$ cat src/rtl/mic_capture_controller.sv
// Captures a selectable channel subset of a stereo I2S word stream for a fixed number of frames.
// Output path is a 2-entry FIFO; words that find it full and not popping are dropped and counted.
module mic_capture_controller #(
  parameter int FRAMES_W = 16,
  parameter int DROP_W   = 16
) (
  input  logic                clk_in,
  input  logic                rst_in,
  input  logic                start_in,
  input  logic                abort_in,
  input  logic [FRAMES_W-1:0] num_frames_in,
  input  logic [1:0]          chan_sel_in,
  input  logic                s_axis_tvalid,
  input  logic [31:0]         s_axis_tdata,
  input  logic                s_axis_tlast,
  output logic                s_axis_tready,
  output logic                m_axis_tvalid,
  output logic [31:0]         m_axis_tdata,
  output logic                m_axis_tlast,
  input  logic                m_axis_tready,
  output logic                busy_out,
  output logic                done_out,
  output logic                overflow_out,
  output logic [DROP_W-1:0]   drop_count_out
);

  typedef enum logic [1:0] {S_IDLE, S_ALIGN, S_CAPTURE, S_DRAIN} state_t;

  state_t              state_q, state_d;
  logic [FRAMES_W-1:0] frames_q, frames_d;
  logic [1:0]          chan_q, chan_d;
  logic                done_q, done_d;
  logic                ovf_q, ovf_d;
  logic [DROP_W-1:0]   drop_q, drop_d;

  logic [31:0] data_q [2];
  logic        last_q [2];
  logic        rd_q, wr_q;
  logic [1:0]  cnt_q;

  logic pop, sel, final_frame, word_last, can_push, push, drop, flush;

  assign s_axis_tready  = 1'b1;
  assign m_axis_tvalid  = (cnt_q != 2'd0);
  assign m_axis_tdata   = data_q[rd_q];
  assign m_axis_tlast   = last_q[rd_q];
  assign busy_out       = (state_q != S_IDLE);
  assign done_out       = done_q;
  assign overflow_out   = ovf_q;
  assign drop_count_out = drop_q;

  assign pop         = m_axis_tvalid && m_axis_tready;
  assign sel         = (state_q == S_CAPTURE) && !abort_in && s_axis_tvalid &&
                       (s_axis_tlast ? chan_q[1] : chan_q[0]);
  assign final_frame = (frames_q == FRAMES_W'(1));
  // Final selected word: the right word when right is enabled, else the left word.
  assign word_last   = final_frame && (s_axis_tlast || !chan_q[1]);
  assign can_push    = (cnt_q != 2'd2) || pop;
  assign push        = sel && can_push;
  assign drop        = sel && !can_push;

  always_comb begin
    state_d  = state_q;
    frames_d = frames_q;
    chan_d   = chan_q;
    done_d   = 1'b0;
    ovf_d    = ovf_q;
    drop_d   = drop_q;
    flush    = 1'b0;
    case (state_q)
      S_IDLE: begin
        if (start_in && (num_frames_in != '0) && (chan_sel_in != 2'b00)) begin
          state_d  = S_ALIGN;
          frames_d = num_frames_in;
          chan_d   = chan_sel_in;
          ovf_d    = 1'b0;
          drop_d   = '0;
        end
      end
      S_ALIGN: begin
        if (s_axis_tvalid && s_axis_tlast) state_d = S_CAPTURE;
      end
      S_CAPTURE: begin
        if (s_axis_tvalid && s_axis_tlast) begin
          frames_d = frames_q - FRAMES_W'(1);
          if (final_frame) state_d = S_DRAIN;
        end
        if (drop) begin
          ovf_d = 1'b1;
          if (drop_q != {DROP_W{1'b1}}) drop_d = drop_q + DROP_W'(1);
        end
      end
      S_DRAIN: begin
        if (cnt_q == 2'd0) begin
          state_d = S_IDLE;
          done_d  = 1'b1;
        end
      end
      default: state_d = S_IDLE;
    endcase
    if (abort_in && (state_q != S_IDLE)) begin
      state_d = S_IDLE;
      done_d  = 1'b0;
      flush   = 1'b1;
    end
  end

  always_ff @(posedge clk_in or posedge rst_in) begin
    if (rst_in) begin
      state_q  <= S_IDLE;
      frames_q <= '0;
      chan_q   <= 2'b00;
      done_q   <= 1'b0;
      ovf_q    <= 1'b0;
      drop_q   <= '0;
    end else begin
      state_q  <= state_d;
      frames_q <= frames_d;
      chan_q   <= chan_d;
      done_q   <= done_d;
      ovf_q    <= ovf_d;
      drop_q   <= drop_d;
    end
  end

  always_ff @(posedge clk_in or posedge rst_in) begin
    if (rst_in) begin
      data_q[0] <= '0;
      data_q[1] <= '0;
      last_q[0] <= 1'b0;
      last_q[1] <= 1'b0;
      rd_q      <= 1'b0;
      wr_q      <= 1'b0;
      cnt_q     <= 2'd0;
    end else if (flush) begin
      rd_q  <= 1'b0;
      wr_q  <= 1'b0;
      cnt_q <= 2'd0;
    end else begin
      if (push) begin
        data_q[wr_q] <= s_axis_tdata;
        last_q[wr_q] <= word_last;
        wr_q         <= ~wr_q;
      end
      // Full FIFO: the youngest entry sits just behind the write pointer, never at the head.
      if (drop && word_last) last_q[~wr_q] <= 1'b1;
      if (pop) rd_q <= ~rd_q;
      cnt_q <= cnt_q + {1'b0, push} - {1'b0, pop};
    end
  end

endmodule

$ cat config.mk
export PLATFORM = sky130hd
export DESIGN_NAME = mic_capture_controller
export DESIGN_NICKNAME = d
export VERILOG_FILES = /design/src/rtl/mic_capture_controller.sv
export SDC_FILE = /design/constraint.sdc
export NUM_CORES = 1
export LEC_CHECK = 0
export BUFFER_PORTS_ARGS = -buffer_cell sky130_fd_sc_hd__buf_2
export CORE_MARGIN = 5
export CORE_UTILIZATION = 40
export CTS_CLUSTER_SIZE = 20
export DETAILED_ROUTE_END_ITERATION = 8
export SYNTH_ARGS = -nofsm -noshare
export SYNTH_HDL_FRONTEND = slang
export SYNTH_SLANG_ARGS = --single-unit
export TNS_END_PERCENT = 30
$ cat constraint.sdc
create_clock -name clk_in -period 3.8 [get_ports clk_in]
set_input_delay 0.38 -clock clk_in [delete_from_list [all_inputs] [get_ports clk_in]]
set_output_delay 0.38 -clock clk_in [all_outputs]
set_load 0.02 [all_outputs]
==> results.md <==
- Status: finished clean
- Total power: 4.642 mW
- Hold_buf cts: 0
- # IOs: 111
- Longest Clk Path Bufs: 2
- Antenna cells: 0
- Main synth FF type: dfrtp_1
- Dpl ws: 0.8720 ns
- Min-delay worst type: input pin to flop
- Via/cell ratio: 5.667
- Post-route cell area: 0.006497 mm²
- Initial antenna violation count: 0
- Post-Synthesis Net Count: 542
- WL final: 12870 µm
- Seq/Total Area, Yosys: 49.23%
- Worst-path clk slew: 0.07 ns
- Number of warnings issued by yosys: 0
- Post-DP HPWL: 9008 µm
- Die ar.: 0.01617 mm²
- Post-synth cell types: 53
- Area of the multi-input gates: 0.002606 mm²
- Row count: 42
- Die X: 127.2 µm
- VDD IR-drop max: 0.2934 mV
- Final Hold Viols: 0
- # DRC: 0
- Via Count: 4284
- CP Capture Type: flop
- Syn Std Cell Area: 0.005490 mm²
- DRT antenna net count: 0
- Grt ovf: 0
- Max cap viols: 0
- FFs w/ async S/R, synth: 100.0%
- Share of cells above drive strength 1: 40.17%
- Initial Util: 41.13%
- WS Path Type: flop to flop
- Worst-margin pin slew: 1.068 ns
- Post-cts sizing count: 0
- Area Growth Syn to Fin: 18.35%
- Clock Skews: 0.006823 ns
- Final period util: 77.79%
- Cells after Synth: 476
- CP required: 4.03 ns
- CTS Buf Count: 9
- Clock Latency Late Sink: 0.34 ns
- Crit-path max FO: 28
- Seq cells post-synth: 108
- IO buf count: 109
- Cell Pwr Density: 714.5 mW/mm²
- Register area: 0.002703 mm²
- EDFF count, synth: 0
- 1st-pass router iterations: 4
- # Post-CTS Setup Buffers: 0
- Mean post-synth cell area: 11.53 µm²
- Die Y: 127.2 µm
- GP Congestion: 0.7844
- Dpl cell area: 0.006182 mm²
- Pin count of the biggest net entering global routing: 88
- DRT iter0 DRCs: 239
- FILL cells: 1269
- WP data arrival: 3.18 ns
- Setup violations, final: 0
- Vias in the first global route: 4380
- First-pass GRT wire length: 21640 µm
- Startpoint Class: flop
- CTS tree: yes
- F_max: 0.3383 GHz
- Final worst slack: 0.8441 ns
- Leak Pwr: 3.079 nW
- Slew HR: 28.82%
- RSZ-0062 raised after global routing: false
- Crit path time final: 2.956 ns
- Setup TNS Final: 0 ns
- CTS Root Cell: clkbuf_16
- Core footprint: 0.01335 mm²
- # nets final: 641
- Routed len/inst: 17.03 µm
- Clock Sinks: 108
- Gr usage total: 16.38%
- Depth of the CTS H-tree: 3
- Final max-slew violation count: 0
-- metrics by stage --
step / cells / hold slack [ns] / util, %
finish: 756 / 0.2680 / 48.68
global route: 756 / 0.2601 / 48.68
CTS: 756 / 0.2566 / 48.68
detailed placement: 740 / 0.4757 / 46.32
global placement: 740 / 0.4632 / 46.32
floorplan: 476 / 0.4541 / -
-- cells in the mapped netlist, types with 7 or more instances --
master / number / area share, %
inv_1: 14 / 0.96
o2111ai_1: 8 / 1.3
ha_1: 9 / 2.1
nand4_1: 7 / 0.80
o22ai_1: 13 / 1.5
nor4_1: 7 / 0.80
clkbuf_1: 16 / 1.1
o21ai_0: 22 / 2.0
nor2_1: 12 / 0.82
nand2_1: 17 / 1.2
a21oi_1: 32 / 2.9
mux2_2: 94 / 19
or4_1: 16 / 2.2
dfrtp_1: 108 / 49
nand3_1: 9 / 0.82
o31ai_1: 14 / 1.9
-- worst max-delay path, stage by stage, from the launching register on --
cell     delay, ns
dfrtp_1       0.40
inv_1         0.11
ha_1          0.47
nand2_1       0.20
nor4b_1       0.47
inv_1         0.19
nor2_4        0.20
buf_4         0.39
mux2_2        0.39
-- placed cells by master, fill, tap and decap left out, drive strengths merged, types with 2 or more instances in the layout --
cell,netlist,final
ha,9,9
o211ai,3,3
nor3,6,6
o21ai,23,23
o41ai,2,2
bufinv,0,2
o22ai,14,14
nor4,8,8
nand2,17,17
nor4b,3,3
mux2i,5,5
nor3b,3,3
o2111ai,8,8
a21o,3,3
dfrtp,108,108
a21oi,32,32
and4,3,3
nand3,9,9
inv,14,16
mux2,99,99
nor2,13,13
xnor2,2,2
buf,12,116
and3,5,5
clkbuf,16,11
nand4,7,7
nor2b,2,2
or4,16,16
o31ai,14,14
and2,5,5
-- cells by family (layout without fill, tap and decap cells) --
family | after synthesis | after routing | synth area share, %
flip-flops | 108 | 108 | 49.23
multiplexers | 104 | 104 | 21.22
AO/OA/AOI/OAI | 107 | 107 | 12.40
adder cells (fa/ha/maj) | 9 | 9 | 2.051
buffers and inverters | 42 | 146 | 3.396
other | 1 | 1 | 0.06830
AND/OR/NAND/NOR | 102 | 102 | 11.17
XOR/XNOR | 3 | 3 | 0.4787
-- per-layer routing --
metal / up-vias / global-route usage, % / wire length (µm)
li1: 2003 / - / -
met1: 2148 / 22.02 / 5939
met2: 120 / 26.25 / 6112
met3: 13 / 3.965 / 638
met4: 0 / 5.174 / 181
met5: - / 0 / 0
-- area by class of cell --
type | instances | share of cell area (%)
Sequential cell | 108 | 41.59
Multi-Input combinational cell | 326 | 40.11
Timing Repair Buffer | 116 | 9.205
Clock buffer | 11 | 3.582
Tap cell | 176 | 3.389
Clock inverter | 5 | 1.271
Inverter | 14 | 0.8473
-- report_power, final --
group          internal, mW  switching [mW]
Combinational         0.798            1.04
Sequential             1.52           0.276
Clock                 0.583           0.424
-- registers in the layout (all words and copies together) (netlist names) --
| register | cells |
|---|---|
| chan_q | 2 |
| cnt_q | 2 |
| data_q | 64 |
| done_out | 1 |
| drop_count_out | 16 |
| frames_q | 16 |
| last_q | 2 |
| overflow_out | 1 |
| rd_q | 1 |
| state_q | 2 |
| wr_q | 1 |
-- worst paths after layout --
path	from	to	slack [ns]	cells past startpoint
setup / recovery	state_q[0]$_DFFE_PP0P_	data_q[45]$_DFFE_PP0P_	0.84	8
hold / removal	s_axis_tdata[16]	data_q[48]$_DFFE_PP0P_	0.27	2
hold reg to reg	data_q[55]$_DFFE_PP0P_	data_q[55]$_DFFE_PP0P_	0.49	1
max in group asynchronous	rst_in	data_q[55]$_DFFE_PP0P_	2.60	3
setup reg to reg	state_q[0]$_DFFE_PP0P_	data_q[45]$_DFFE_PP0P_	0.84	8
min in group asynchronous	rst_in	data_q[3]$_DFFE_PP0P_	0.31	2
Note: power is estimated with default switching activity, not from simulation.
